### src/rtl/axis_frame_ctrl.sv
// -----------------------------------------------------------------------------
// axis_frame_ctrl
//
// Framing controller between an AXI-Stream producer (model output FIFO) and a
// DMA S2MM slave. Beats pass through a one-entry hold stage and an output
// register. TLAST is generated by a runtime beat count, an idle timeout or a
// flush on disable, so the DMA always sees terminated transfers.
//
// Optional feature macro: AXIS_FRAME_CTRL_STATS_EN
//   defined   -> stat_frames / stat_timeouts are live 32-bit wrapping counters
//   undefined -> both stat ports are tied to 0 and no counters are built
//
// Ports
//   clk, rst_n        clock, asynchronous active-low reset
//   enable            accept new beats when 1; 1->0 flushes the held beat
//   cfg_frame_len     beats per frame (0 = unbounded)
//   cfg_timeout       idle cycles before a forced TLAST (0 = disabled)
//   s_axis_*          input stream (tvalid, tdata, tready)
//   m_axis_*          output stream (tvalid, tdata, tlast, tready)
//   frame_done        one-cycle pulse after a TLAST handshake on m_axis
//   beat_count        beats of the current frame moved to the output register
//   stat_frames       TLAST handshakes seen
//   stat_timeouts     frames terminated by the idle timeout
// -----------------------------------------------------------------------------
module axis_frame_ctrl #(
  parameter int DATA_WIDTH = 8,
  parameter int LEN_WIDTH  = 16,
  parameter int TO_WIDTH   = 16
) (
  input  logic                  clk,
  input  logic                  rst_n,
  input  logic                  enable,
  input  logic [LEN_WIDTH-1:0]  cfg_frame_len,
  input  logic [TO_WIDTH-1:0]   cfg_timeout,
  input  logic                  s_axis_tvalid,
  input  logic [DATA_WIDTH-1:0] s_axis_tdata,
  output logic                  s_axis_tready,
  output logic                  m_axis_tvalid,
  output logic [DATA_WIDTH-1:0] m_axis_tdata,
  output logic                  m_axis_tlast,
  input  logic                  m_axis_tready,
  output logic                  frame_done,
  output logic [LEN_WIDTH-1:0]  beat_count,
  output logic [31:0]           stat_frames,
  output logic [31:0]           stat_timeouts
);

  // IDLE: hold empty. FILL: hold full while enabled. DRAIN: hold full while
  // disabled, waiting for the output register to take the flushed beat.
  typedef enum logic [1:0] {
    ST_IDLE  = 2'd0,
    ST_FILL  = 2'd1,
    ST_DRAIN = 2'd2
  } state_e;

  state_e                  state_q, state_d;
  logic [DATA_WIDTH-1:0]   hold_data_q, hold_data_d;
  logic                    m_tvalid_q, m_tvalid_d;
  logic [DATA_WIDTH-1:0]   m_tdata_q, m_tdata_d;
  logic                    m_tlast_q, m_tlast_d;
  logic                    frame_done_q, frame_done_d;
  logic [LEN_WIDTH-1:0]    beat_count_q, beat_count_d;
  logic [LEN_WIDTH-1:0]    len_q, len_d;
  logic [TO_WIDTH-1:0]     timer_q, timer_d;

  // Release decode
  logic                    hold_v;
  logic                    hold_v_next;
  logic                    out_free;
  logic [LEN_WIDTH-1:0]    len_m1;
  logic                    last_cnt;
  logic                    to_exp;
  logic                    can_rel;
  logic                    rel_flush, rel_cnt, rel_to, rel_push;
  logic                    rel_any, rel_last;
  logic                    load;

  // The hold-valid bit is carried by the state encoding.
  assign hold_v   = (state_q != ST_IDLE);
  assign out_free = !m_tvalid_q || m_axis_tready;
  assign len_m1   = len_q - LEN_WIDTH'(1);
  assign last_cnt = (len_q != '0) && (beat_count_q == len_m1);
  assign to_exp   = (cfg_timeout != '0) && (timer_q == cfg_timeout);
  assign can_rel  = hold_v && out_free;

  // Priority: flush > count > timeout > push.
  assign rel_flush = can_rel && !enable;
  assign rel_cnt   = can_rel && enable && last_cnt;
  assign rel_to    = can_rel && enable && !last_cnt && to_exp;
  assign rel_push  = can_rel && enable && !last_cnt && !to_exp && s_axis_tvalid;
  assign rel_any   = rel_flush || rel_cnt || rel_to || rel_push;
  assign rel_last  = rel_flush || rel_cnt || rel_to;

  // The hold stage refills in the same cycle it releases, except after a
  // timeout release where the held beat leaves alone.
  assign s_axis_tready = enable && (!hold_v || rel_push || rel_cnt);
  assign load          = s_axis_tready && s_axis_tvalid;
  assign hold_v_next   = load || (hold_v && !rel_any);

  always_comb begin
    // NOTE: every signal driven here gets a default first so no path leaves
    // it unassigned; an unassigned path would infer a latch.
    state_d      = state_q;
    hold_data_d  = hold_data_q;
    m_tvalid_d   = m_tvalid_q;
    m_tdata_d    = m_tdata_q;
    m_tlast_d    = m_tlast_q;
    beat_count_d = beat_count_q;
    len_d        = len_q;
    timer_d      = timer_q;
    frame_done_d = m_tvalid_q && m_axis_tready && m_tlast_q;

    if (hold_v_next) begin
      state_d = enable ? ST_FILL : ST_DRAIN;
    end else begin
      state_d = ST_IDLE;
    end

    if (load) begin
      hold_data_d = s_axis_tdata;
    end

    // Output register: take a released beat, otherwise retire on handshake.
    if (rel_any) begin
      m_tvalid_d = 1'b1;
      m_tdata_d  = hold_data_q;
      m_tlast_d  = rel_last;
    end else if (m_axis_tready) begin
      m_tvalid_d = 1'b0;
    end

    // Beat counter. A disable with nothing held abandons an unterminated
    // frame; the count restarts without emitting anything.
    if (rel_any) begin
      beat_count_d = rel_last ? '0 : beat_count_q + LEN_WIDTH'(1);
    end else if (!enable && !hold_v && (beat_count_q != '0)) begin
      beat_count_d = '0;
    end

    // Latch the frame length only for the first beat of a frame; the
    // refill after a TLAST release also qualifies since the count resets.
    if (load && (beat_count_d == '0)) begin
      len_d = cfg_frame_len;
    end

    // Idle timer: restarts per loaded beat, runs while the held beat waits
    // for input (even when the output is blocked), saturates at all-ones.
    if (load || !hold_v_next) begin
      timer_d = '0;
    end else if (hold_v && !s_axis_tvalid && !last_cnt && (timer_q != '1)) begin
      timer_d = timer_q + TO_WIDTH'(1);
    end
  end

  // NOTE: state is updated with non-blocking assignments so every flop
  // samples the pre-edge values regardless of statement order.
  always_ff @(posedge clk or negedge rst_n) begin
    if (!rst_n) begin
      state_q      <= ST_IDLE;
      hold_data_q  <= '0;
      m_tvalid_q   <= 1'b0;
      m_tdata_q    <= '0;
      m_tlast_q    <= 1'b0;
      frame_done_q <= 1'b0;
      beat_count_q <= '0;
      len_q        <= '0;
      timer_q      <= '0;
    end else begin
      state_q      <= state_d;
      hold_data_q  <= hold_data_d;
      m_tvalid_q   <= m_tvalid_d;
      m_tdata_q    <= m_tdata_d;
      m_tlast_q    <= m_tlast_d;
      frame_done_q <= frame_done_d;
      beat_count_q <= beat_count_d;
      len_q        <= len_d;
      timer_q      <= timer_d;
    end
  end

  assign m_axis_tvalid = m_tvalid_q;
  assign m_axis_tdata  = m_tdata_q;
  assign m_axis_tlast  = m_tlast_q;
  assign frame_done    = frame_done_q;
  assign beat_count    = beat_count_q;

`ifdef AXIS_FRAME_CTRL_STATS_EN
  logic [31:0] stat_frames_q, stat_frames_d;
  logic [31:0] stat_timeouts_q, stat_timeouts_d;

  always_comb begin
    stat_frames_d   = stat_frames_q;
    stat_timeouts_d = stat_timeouts_q;
    if (m_tvalid_q && m_axis_tready && m_tlast_q) begin
      stat_frames_d = stat_frames_q + 32'd1;
    end
    if (rel_to) begin
      stat_timeouts_d = stat_timeouts_q + 32'd1;
    end
  end

  always_ff @(posedge clk or negedge rst_n) begin
    if (!rst_n) begin
      stat_frames_q   <= '0;
      stat_timeouts_q <= '0;
    end else begin
      stat_frames_q   <= stat_frames_d;
      stat_timeouts_q <= stat_timeouts_d;
    end
  end

  assign stat_frames   = stat_frames_q;
  assign stat_timeouts = stat_timeouts_q;
`else
  assign stat_frames   = '0;
  assign stat_timeouts = '0;
`endif

endmodule

### config.mk
export PLATFORM = sky130hd
export DESIGN_NAME = axis_frame_ctrl
export DESIGN_NICKNAME = d
export VERILOG_FILES = /design/src/rtl/axis_frame_ctrl.sv
export SDC_FILE = /design/constraint.sdc
export NUM_CORES = 1
export LEC_CHECK = 0
export BUFFER_PORTS_ARGS = -buffer_cell sky130_fd_sc_hd__buf_2
export CAP_MARGIN = 20
export CORE_ASPECT_RATIO = 0.5
export CORE_MARGIN = 1.5
export CORE_UTILIZATION = 40
export DETAILED_ROUTE_END_ITERATION = 7
export PLACE_DENSITY_LB_ADDON = 0.3
export SKIP_CTS_REPAIR_TIMING = 1
export SYNTH_ARGS = -nofsm -noshare
export SYNTH_HDL_FRONTEND = slang
export SYNTH_SLANG_ARGS = --single-unit
### constraint.sdc
create_clock -name clk -period 4.48 [get_ports clk]
set_input_delay 1.12 -clock clk [delete_from_list [all_inputs] [get_ports clk]]
set_output_delay 1.12 -clock clk [all_outputs]
set_load 0.1 [all_outputs]
Yosys cells after proc, flatten, opt, wreduce, memory -nomap -nowiden
Cells that the tools add are included.
{ "totals": {"out_inout_bits": 92, "input_bits": 45, "register_bits": 69} }
{ "classes": {"mux": 9, "add_sub_neg": 3, "reduce_logical": 44, "n_eq_ne": 3} }
{ "op_table": {"columns": ["operator", "n"], "rows": [
  ["16-bit two-way mux", 5],
  ["16-bit nonzero test", 3],
  ["16-bit by 1-bit adder with 16-bit output (second input constant)", 2],
  ["16-bit == test", 2],
  ["1-bit logical AND", 21],
  ["16-bit logical NOT", 1],
  ["16-bit != test (second input constant)", 1],
  ["16-bit by 1-bit subtractor with 16-bit output (second input constant)", 1],
  ["1-bit logical NOT", 8],
  ["1-bit logical OR", 8],
  ["2-bit nonzero test", 3],
  ["2-bit two-way mux", 2],
  ["1-bit two-way mux", 2]
]} }

Longest topological paths before layout
Gate-level depths: netlist (run 1).
{ "depth": {"ltp_word": 15, "depth_mapped": 15, "depth_no_buf": 12} }

Worst setup path after synthesis (run 1)
Ideal clock, no wire load.
{ "synth_timing": {"kind": "register -> output", "startpoint": "reg beat_count_q[5] (netlist: beat_count[5])", "endpoint": "out s_axis_tready", "setup_slack_ps": -767, "t_required_ps": 3360, "path_stages_with_launch": 10, "arrival_time_ps": 4127, "path_cell_list": "dfrtp_1 -> clkbuf_1 -> or3b_2 -> nor4_1 -> a211o_1 -> nand4_2 -> nor4_4 -> and2_1 -> a21oi_1 -> a21oi_1"} }
{ "synth_via": {"elab_chain_cells": 9} }
{ "synth_rtl": {"columns": ["element", "line", "source"], "rows": [
  ["start, declared", "62", "logic [LEN_WIDTH-1:0] beat_count_q, beat_count_d;"],
  ["start signal, assigned", "175", "beat_count_q <= beat_count_d;"],
  ["16-bit == test (*)", "82", "assign last_cnt = (len_q != '0) && (beat_count_q == len_m1);"],
  ["1-bit logical AND (*)", "82", null],
  ["1-bit logical NOT", "90", "assign rel_push = can_rel && enable && !last_cnt && !to_exp && s_axis_tvalid;"],
  ["1-bit logical AND (3 in a row)", "90", null],
  ["1-bit logical OR", "96", "assign s_axis_tready = enable && (!hold_v || rel_push || rel_cnt);"],
  ["1-bit logical OR (*)", "96", null],
  ["1-bit logical AND (*)", "96", null],
  ["end, declared", "37", "output logic s_axis_tready,"]
]} }
Every way passes the cells marked *; elsewhere a longest branch is shown, timed or not.

Worst setup path after layout (run 1)
{ "layout_timing": {"startpoint": "reg len_q[0]", "endpoint": "out s_axis_tready"} }
{ "layout_via": {"elab_chain_cells": 10} }
{ "layout_rtl": {"columns": ["element", "line", "source"], "rows": [
  ["start, declared", "63", "logic [LEN_WIDTH-1:0] len_q, len_d;"],
  ["start signal, assigned", "176", "len_q <= len_d;"],
  ["16-bit by 1-bit subtractor with 16-bit output", "81", "assign len_m1 = len_q - LEN_WIDTH'(1);"],
  ["16-bit == test", "82", null],
  ["1-bit logical AND (*)", "82", null],
  ["1-bit logical NOT", "90", null],
  ["1-bit logical AND (3 in a row)", "90", null],
  ["1-bit logical OR", "96", null],
  ["1-bit logical OR (*)", "96", null],
  ["1-bit logical AND (*)", "96", null]
]} }
Marked as above.

==> results.md, run 1 <==
- Synth Area in Adders: 1.30%
- Die height: 80.7 µm
- Hold Crit Depth: 1
- CTS tree: built
- Netlist cell types: 66
- Largest net degree at the start of global routing: 35
- Via/cell ratio: 5.02
- Area contributors post-synth: dfrtp_1 36%, buf_4 10%, xor2_1 4.9%, xnor2_1 4.5%, nor2_1 4.0%
- Total congestion overflow: 0
- Sequential area share after synthesis: roughly 36%
- Max FO, Critical Path: 7
- Clk_skew: 0.00922 ns
- Drt drc: 0
- Mapped cell area: between 0.004 and 0.005 mm²
- Worst Setup Start Kind: flip-flop
- Post-synthesis simple-gate area fraction: 20.7%
- Post-synth top area share: 35.8%
- H-tree levels: 3
- Area after DPL: 0.00511 mm²
- Final setup fails: 0
- Clock Sinks: 69
- R2R depth: 14
- Pwr/cell area: 596 mW/mm²
- Number of enable flip-flop cells after synthesis: 0
- R2R Path Start: len_q[0]
- Post-Syn Area per Cell: 9.38 µm²
- Area leader, netlist: dfrtp_1
- Commonest cells after routing, fill and taps aside: 71 x buf_2, 69 x dfrtp_1, 64 x conb_1
- Max_slew headroom: 43.0%
- Final Hold Fails: 0
- DRT iter0 DRCs: about 210
- CP endpoint kind: output pin
- Post-synthesis xor/xnor area fraction: 9.43%
- Die ar.: 0.0128 mm²
- GRT Resource Usage Total: ~18%
- Compound-Gate Fraction of Synth Area: 10.3%
- Peak supply drop: 283 µV
- CP arrival: 3.18 ns
- Fmax achieved: 0.233 GHz
- Kind of critical path: reg -> out
- Pins Over Slew Limit: 0
- First-pass GRT wire length: 17,200 µm
- Reg clk slew, reported paths: about 0.05 ns
- Area Growth Syn to Fin: 13.2%
- R2r endpoint: len_q[3]
- Hold path endpoint: m_axis_tdata[1]
- Class of the worst hold path: reg -> reg
- YS warnings: 0
- Commonest non-fill, non-tap cell in the layout: buf_2
- Predominant post-synthesis flop cell: dfrtp_1
- Register area: roughly 0.0017 mm²
- CP required: 3.36 ns
- Fillers: 1,146
- Vias: 3,787
- Routed Antenna Nets: 0
- Post-Route Utilization: 46.3%
- Min-delay src: m_axis_tdata[1]
- Vias in the first global route: 3,420
- Initial antenna violation count: 0
- Hpwl dp: 8100 µm
- Core Area: 0.0118 mm²
- Leak: around 0.0024 µW
- Number of synthesized register bits: 69
- Synth async-reset ratio: 100%
- WL per Instance: about 14 µm
- ANT cells: 0
- I/O Buffers: ~70
- Die width: 158 µm
- Fin crit period: around 4.3 ns
- RePlAce Congestion: 0.859
- Clk root buf: clkbuf_16
- Largest family of logic cells by synthesized area: simple AND/OR/NAND/NOR gates
- Post-route clock period utilization: 96.0%
- Top-level I/O count: 137
- Worst-margin pin slew: roughly 0.85 ns
- Nets: 636
- CTS buffer count: 9
- Layout cells sized above 1: 24.4%
- Status: finished, final reports clean
- DR pass1 iterations: 5
- R2R Setup Slk: 0.44 ns
- Maxcap violations: 0
- Design Area, Final: 0.00547 mm²
- Synthesized instance count: 515
- Final WL: 10,800 µm
- Area occupied by multi-input gates: 0.00269 mm²
- Core Rows: 28
- Mux share of post-synthesis cell area: 8.89%
- Clk_lat worst skew: 0.34 ns
- Starting Density: 40.9%
- Clock Path Buffers: 2
-- cell families (layout without fill, tap and decap cells) --
family | after synthesis | after routing
AOI/OAI and AO/OA | 71 | 71
xor gates and xnor gates | 52 | 52
adders and majority gates | 5 | 5
buffers and inverters | 98 | 110
DFF | 69 | 69
muxes | 35 | 35
other | 1 | 64
and+or+nand+nor | 184 | 184
-- where the power goes --
group / switching, µW / internal, µW
clock: 269 / 501
sequential: 191 / 775
combinational: 1050 / 470
-- cell usage after synthesis, types with 7 or more instances --
library cell,number
inv_1,10
nor2_1,51
o21ai_0,11
nand3_1,13
a21oi_1,19
nor4_1,17
xnor2_1,25
buf_4,65
xor2_1,27
and3_1,7
mux2_2,17
dfrtp_1,69
mux2_4,10
nand4_1,14
nor3_1,12
clkbuf_1,12
nand2_1,32
-- flip-flops by register name, indices dropped and copies added (netlist names) --
register       cells
m_axis_tdata       8
frame_done         1
hold_data_q        8
state_q            2
timer_q           16
beat_count        16
m_axis_tvalid      1
m_axis_tlast       1
len_q             16
-- worst max path at each step --
stage | startpoint | endpoint | slack (ns) | depth (start not counted)
after CTS | len_q[0] | s_axis_tready | 0.02 | 10
after floorplan | beat_count[5] | s_axis_tready | 0.11 | 9
after global routing | len_q[0] | s_axis_tready | -0.02 | 12
final | len_q[0] | s_axis_tready | 0.18 | 11
after global placement | cfg_timeout[11] | s_axis_tready | 0.22 | 8
after detailed placement | cfg_timeout[11] | s_axis_tready | 0.32 | 8
-- metal layers --
| layer | GRT usage (%) | up-vias | routed length (µm) |
|---|---|---|---|
| li1 | - | 1815 | - |
| met1 | 23.0 | 1811 | 4850 |
| met2 | 28.5 | 149 | 5110 |
| met3 | 4.70 | 12 | 724 |
| met4 | 4.67 | 0 | 129 |
| met5 | 0 | - | 0 |
-- stage by stage --
stage | setup WS [ns] | cells | setup TNS (ns) | power (µW) | hold WS [ns]
2_1_floorplan | 0.113 | 578 | 0 | 2280 | 0.475
3_3_place_gp | 0.220 | 736 | 0 | 2470 | 0.480
3_5_place_dp | 0.319 | 736 | 0 | 2490 | 0.490
4_1_cts | 0.0209 | 751 | 0 | 3270 | 0.504
5_1_grt | -0.0155 | 755 | -0.0155 | 3420 | 0.514
6_report | 0.181 | 755 | 0 | 3260 | 0.500
-- area by class of cell --
| class | instances | area share [%] |
|---|---|---|
| Timing Repair Buffer | 84 | 8.74 |
| Clock buffer | 10 | 4.37 |
| Inverter | 11 | 0.755 |
| Tap cell | 165 | 3.78 |
| Clock inverter | 5 | 1.56 |
| Multi-Input combinational cell | 411 | 49.2 |
| Sequential cell | 69 | 31.6 |
-- worst max-delay path, stage by stage (launching register included) --
cell,delay (ns)
dfrtp_1,0.44
inv_1,0.11
ha_1,0.21
nor3b_4,0.35
a21oi_1,0.15
a41oi_1,0.20
nand3_1,0.19
nor4_4,0.46
and2_1,0.23
a21oi_1,0.11
a21oi_4,0.20
buf_12,0.19
Power figures use the tool's default switching activity.
==> inputs of run 2 (changes only) <==
--- a/config.mk
+++ b/config.mk
@@ -11,7 +11,7 @@
 export CORE_MARGIN = 1.5
 export CORE_UTILIZATION = 40
 export DETAILED_ROUTE_END_ITERATION = 7
-export PLACE_DENSITY_LB_ADDON = 0.3
+export PLACE_DENSITY_LB_ADDON = 0.2
 export SKIP_CTS_REPAIR_TIMING = 1
 export SYNTH_ARGS = -nofsm -noshare
 export SYNTH_HDL_FRONTEND = slang
==> constraint.sdc (replaced) <==
create_clock -name clk -period 4.48 [get_ports clk]
set_input_delay 1.12 -clock clk [delete_from_list [all_inputs] [get_ports clk]]
set_output_delay 1.12 -clock clk [all_outputs]
set_load 0.005 [all_outputs]
==> run 2 against run 1 <==
  * Routed wire length decreased by 1.5%
  * Design area decreased by 1.5%
  * Combinational power decreased by 44%
  * Sequential cell count unchanged
  * Highest routed layer unchanged
  * Hold slack about the same
  * Sequential power decreased by 0.8%
  * Non-clock buffer count decreased by 2
  * Die area unchanged
  * Clock-buffer cell count decreased by 1
  * Utilization decreased by 0.70 points
  * Maximum frequency increased by 2.4%
  * Critical endpoint unchanged
  * Sequential share of layout area increased by 0.48 points
==> results.md, run 2 (synthesized netlist as in run 1, its figures left out) <==
- Worst Setup SP: len_q[0]
- Routed Antenna Nets: 0 (unchanged)
- GRT Resource Usage Total: 17.6% (+0.064 points)
- Post-Layout Cell Count: 754 (-0.13%)
- Core Area: 0.0118 mm² (unchanged)
- Clk_skew: 0.00845 ns (-0.000767 ns)
- Status: finished, final reports clean
- DRT iter0 DRCs: 125 (-39%)
- Fin crit period: 4.20 ns (-0.0994 ns)
- Fillers: 1,175 (+2.5%)
- I/O Buffers: 72 (unchanged)
- Reg clk slew, reported paths: 0.06 ns (about the same)
- Commonest non-fill, non-tap cell in the layout: buf_2
- Kind of critical path: reg -> out
- Commonest cells after routing, fill and taps aside: 72 x buf_2, 69 x dfrtp_1, 64 x conb_1
- Pwr/cell area: 461 mW/mm² (-23%)
- WL per Instance: 14.1 µm (-1.4%)
- Clk root buf: clkbuf_16
- CTS buffer count: 9 (unchanged)
- Nets: 634 (-0.31%)
- CTS tree: built
- Post-route clock period utilization: 93.7% (-2.2 points)
- Max_slew headroom: 38.0% (-5.0 points)
- WHS: 0.500 ns (+0.0000120 ns)
- Die width: 158 µm (unchanged)
- Core Rows: 28 (unchanged)
- Area Growth Syn to Fin: 11.5%
- Starting Density: 40.9% (unchanged)
- Via/cell ratio: 4.93 (-1.7%)
- Dpl ws: 0.424 ns (+0.105 ns)
- Largest net degree at the start of global routing: 70 (+100%)
- Peak supply drop: 189 µV (-33%)
- R2R Path Start: len_q[0]
- Pins Over Slew Limit: 0 (unchanged)
- Worst Setup Start Kind: flip-flop
- Top-level I/O count: 137 (unchanged)
- Vias: 3,719 (-1.8%)
- Die height: 80.7 µm (unchanged)
- Drt drc: 0 (unchanged)
- RePlAce Congestion: 0.818 (-4.7%)
- H-tree levels: 3 (unchanged)
- Initial antenna violation count: 0 (unchanged)
- Clk_lat worst skew: 0.34 ns (about the same)
- Die ar.: 0.0128 mm² (unchanged)
- Vias in the first global route: 3,444 (+0.70%)
- Maxcap violations: 0 (unchanged)
- Worst-margin pin slew: 0.930 ns (+0.0826 ns)
- Fmax achieved: 0.238 GHz (+2.4%)
- Design Area, Final: 0.00539 mm² (-1.5%)
- Final WL: 10,700 µm (-1.5%)
- Layout cells sized above 1: 24.3% (-0.13 points)
- Final worst setup slack: 0.280 ns (+0.0994 ns)
- Area after DPL: 0.00509 mm² (-0.37%)
- Hpwl dp: 7820 µm (-3.5%)
- Leak: 0.00241 µW (-1.4%)
- Setup TNS: 0 ns (unchanged)
- Inst Count DP: 737 (+0.14%)
- Final setup fails: 0 (unchanged)
- ANT cells: 0 (unchanged)
- RSZ-0062 raised after global routing: false
- Final Hold Fails: 0 (unchanged)
- Max FO, Critical Path: 9 (+2)
- Min-delay src: m_axis_tdata[7]
- Clock Path Buffers: 2 (unchanged)
- First-pass GRT wire length: 17,100 µm (-0.32%)
- Class of the worst hold path: reg -> reg
- CP required: 3.36 ns (about the same)
- Total congestion overflow: 0 (unchanged)
- Clock Sinks: 69 (unchanged)
- CP endpoint kind: output pin
- DR pass1 iterations: 4 (-1)
- CP arrival: 3.08 ns (-0.10 ns)
-- run 2: worst paths after layout --
path | cells past startpoint | endpoint | slack [ns]
min | 1 | m_axis_tdata[7] | 0.50
max | 11 | s_axis_tready | 0.28
max reg2reg | 14 | len_q[4] | 0.48
min reg2reg | 1 | m_axis_tdata[7] | 0.50
max in group asynchronous | 2 | timer_q[6] | 2.88
min in group asynchronous | 2 | len_q[12] | 0.96
-- run 2: cell type report --
class                      count  area, µm²  share of cell area [%]
multi-input combinational    411       2680                    49.8
sequential                    69       1730                    32.1
timing repair buffer          82        448                    8.32
clock buffer                   9        225                    4.18
tap                          165        206                    3.83
clock inverter                 7       56.3                    1.05
inverter                      11       41.3                   0.767
-- run 2: metal layers --
metal	vias to the layer above	track usage [%]	wire length, µm
met5	-	0	0
met4	0	5.42	138
met3	11	4.48	471
met2	110	28.6	4870
met1	1773	23.0	5170
li1	1825	-	-
-- run 2: worst max-delay path, stage by stage, from the launching register on --
cell,delay [ns]
dfrtp_1,0.43
inv_1,0.11
ha_1,0.22
nor3b_4,0.39
a21oi_1,0.14
o21a_1,0.20
a211o_1,0.29
nor4_4,0.32
and2_1,0.24
a21oi_1,0.08
a21oi_1,0.18
buf_2,0.13
-- run 2: power breakdown --
part | total, µW | leakage [µW] | internal [µW] | switching (µW)
logic | 855 | 0.00139 | 452 | 403
clock network | 670 | 0.000137 | 381 | 289
registers | 959 | 0.000887 | 775 | 184
total | 2480 | 0.00241 | 1610 | 877
-- run 2: stage by stage --
stage                     power (µW)  util [%]
after floorplan                 1640         -
after global placement          1830      43.2
after detailed placement        1830      43.2
after CTS                       2530      45.5
after global routing            2670      45.6
final                           2480      45.6
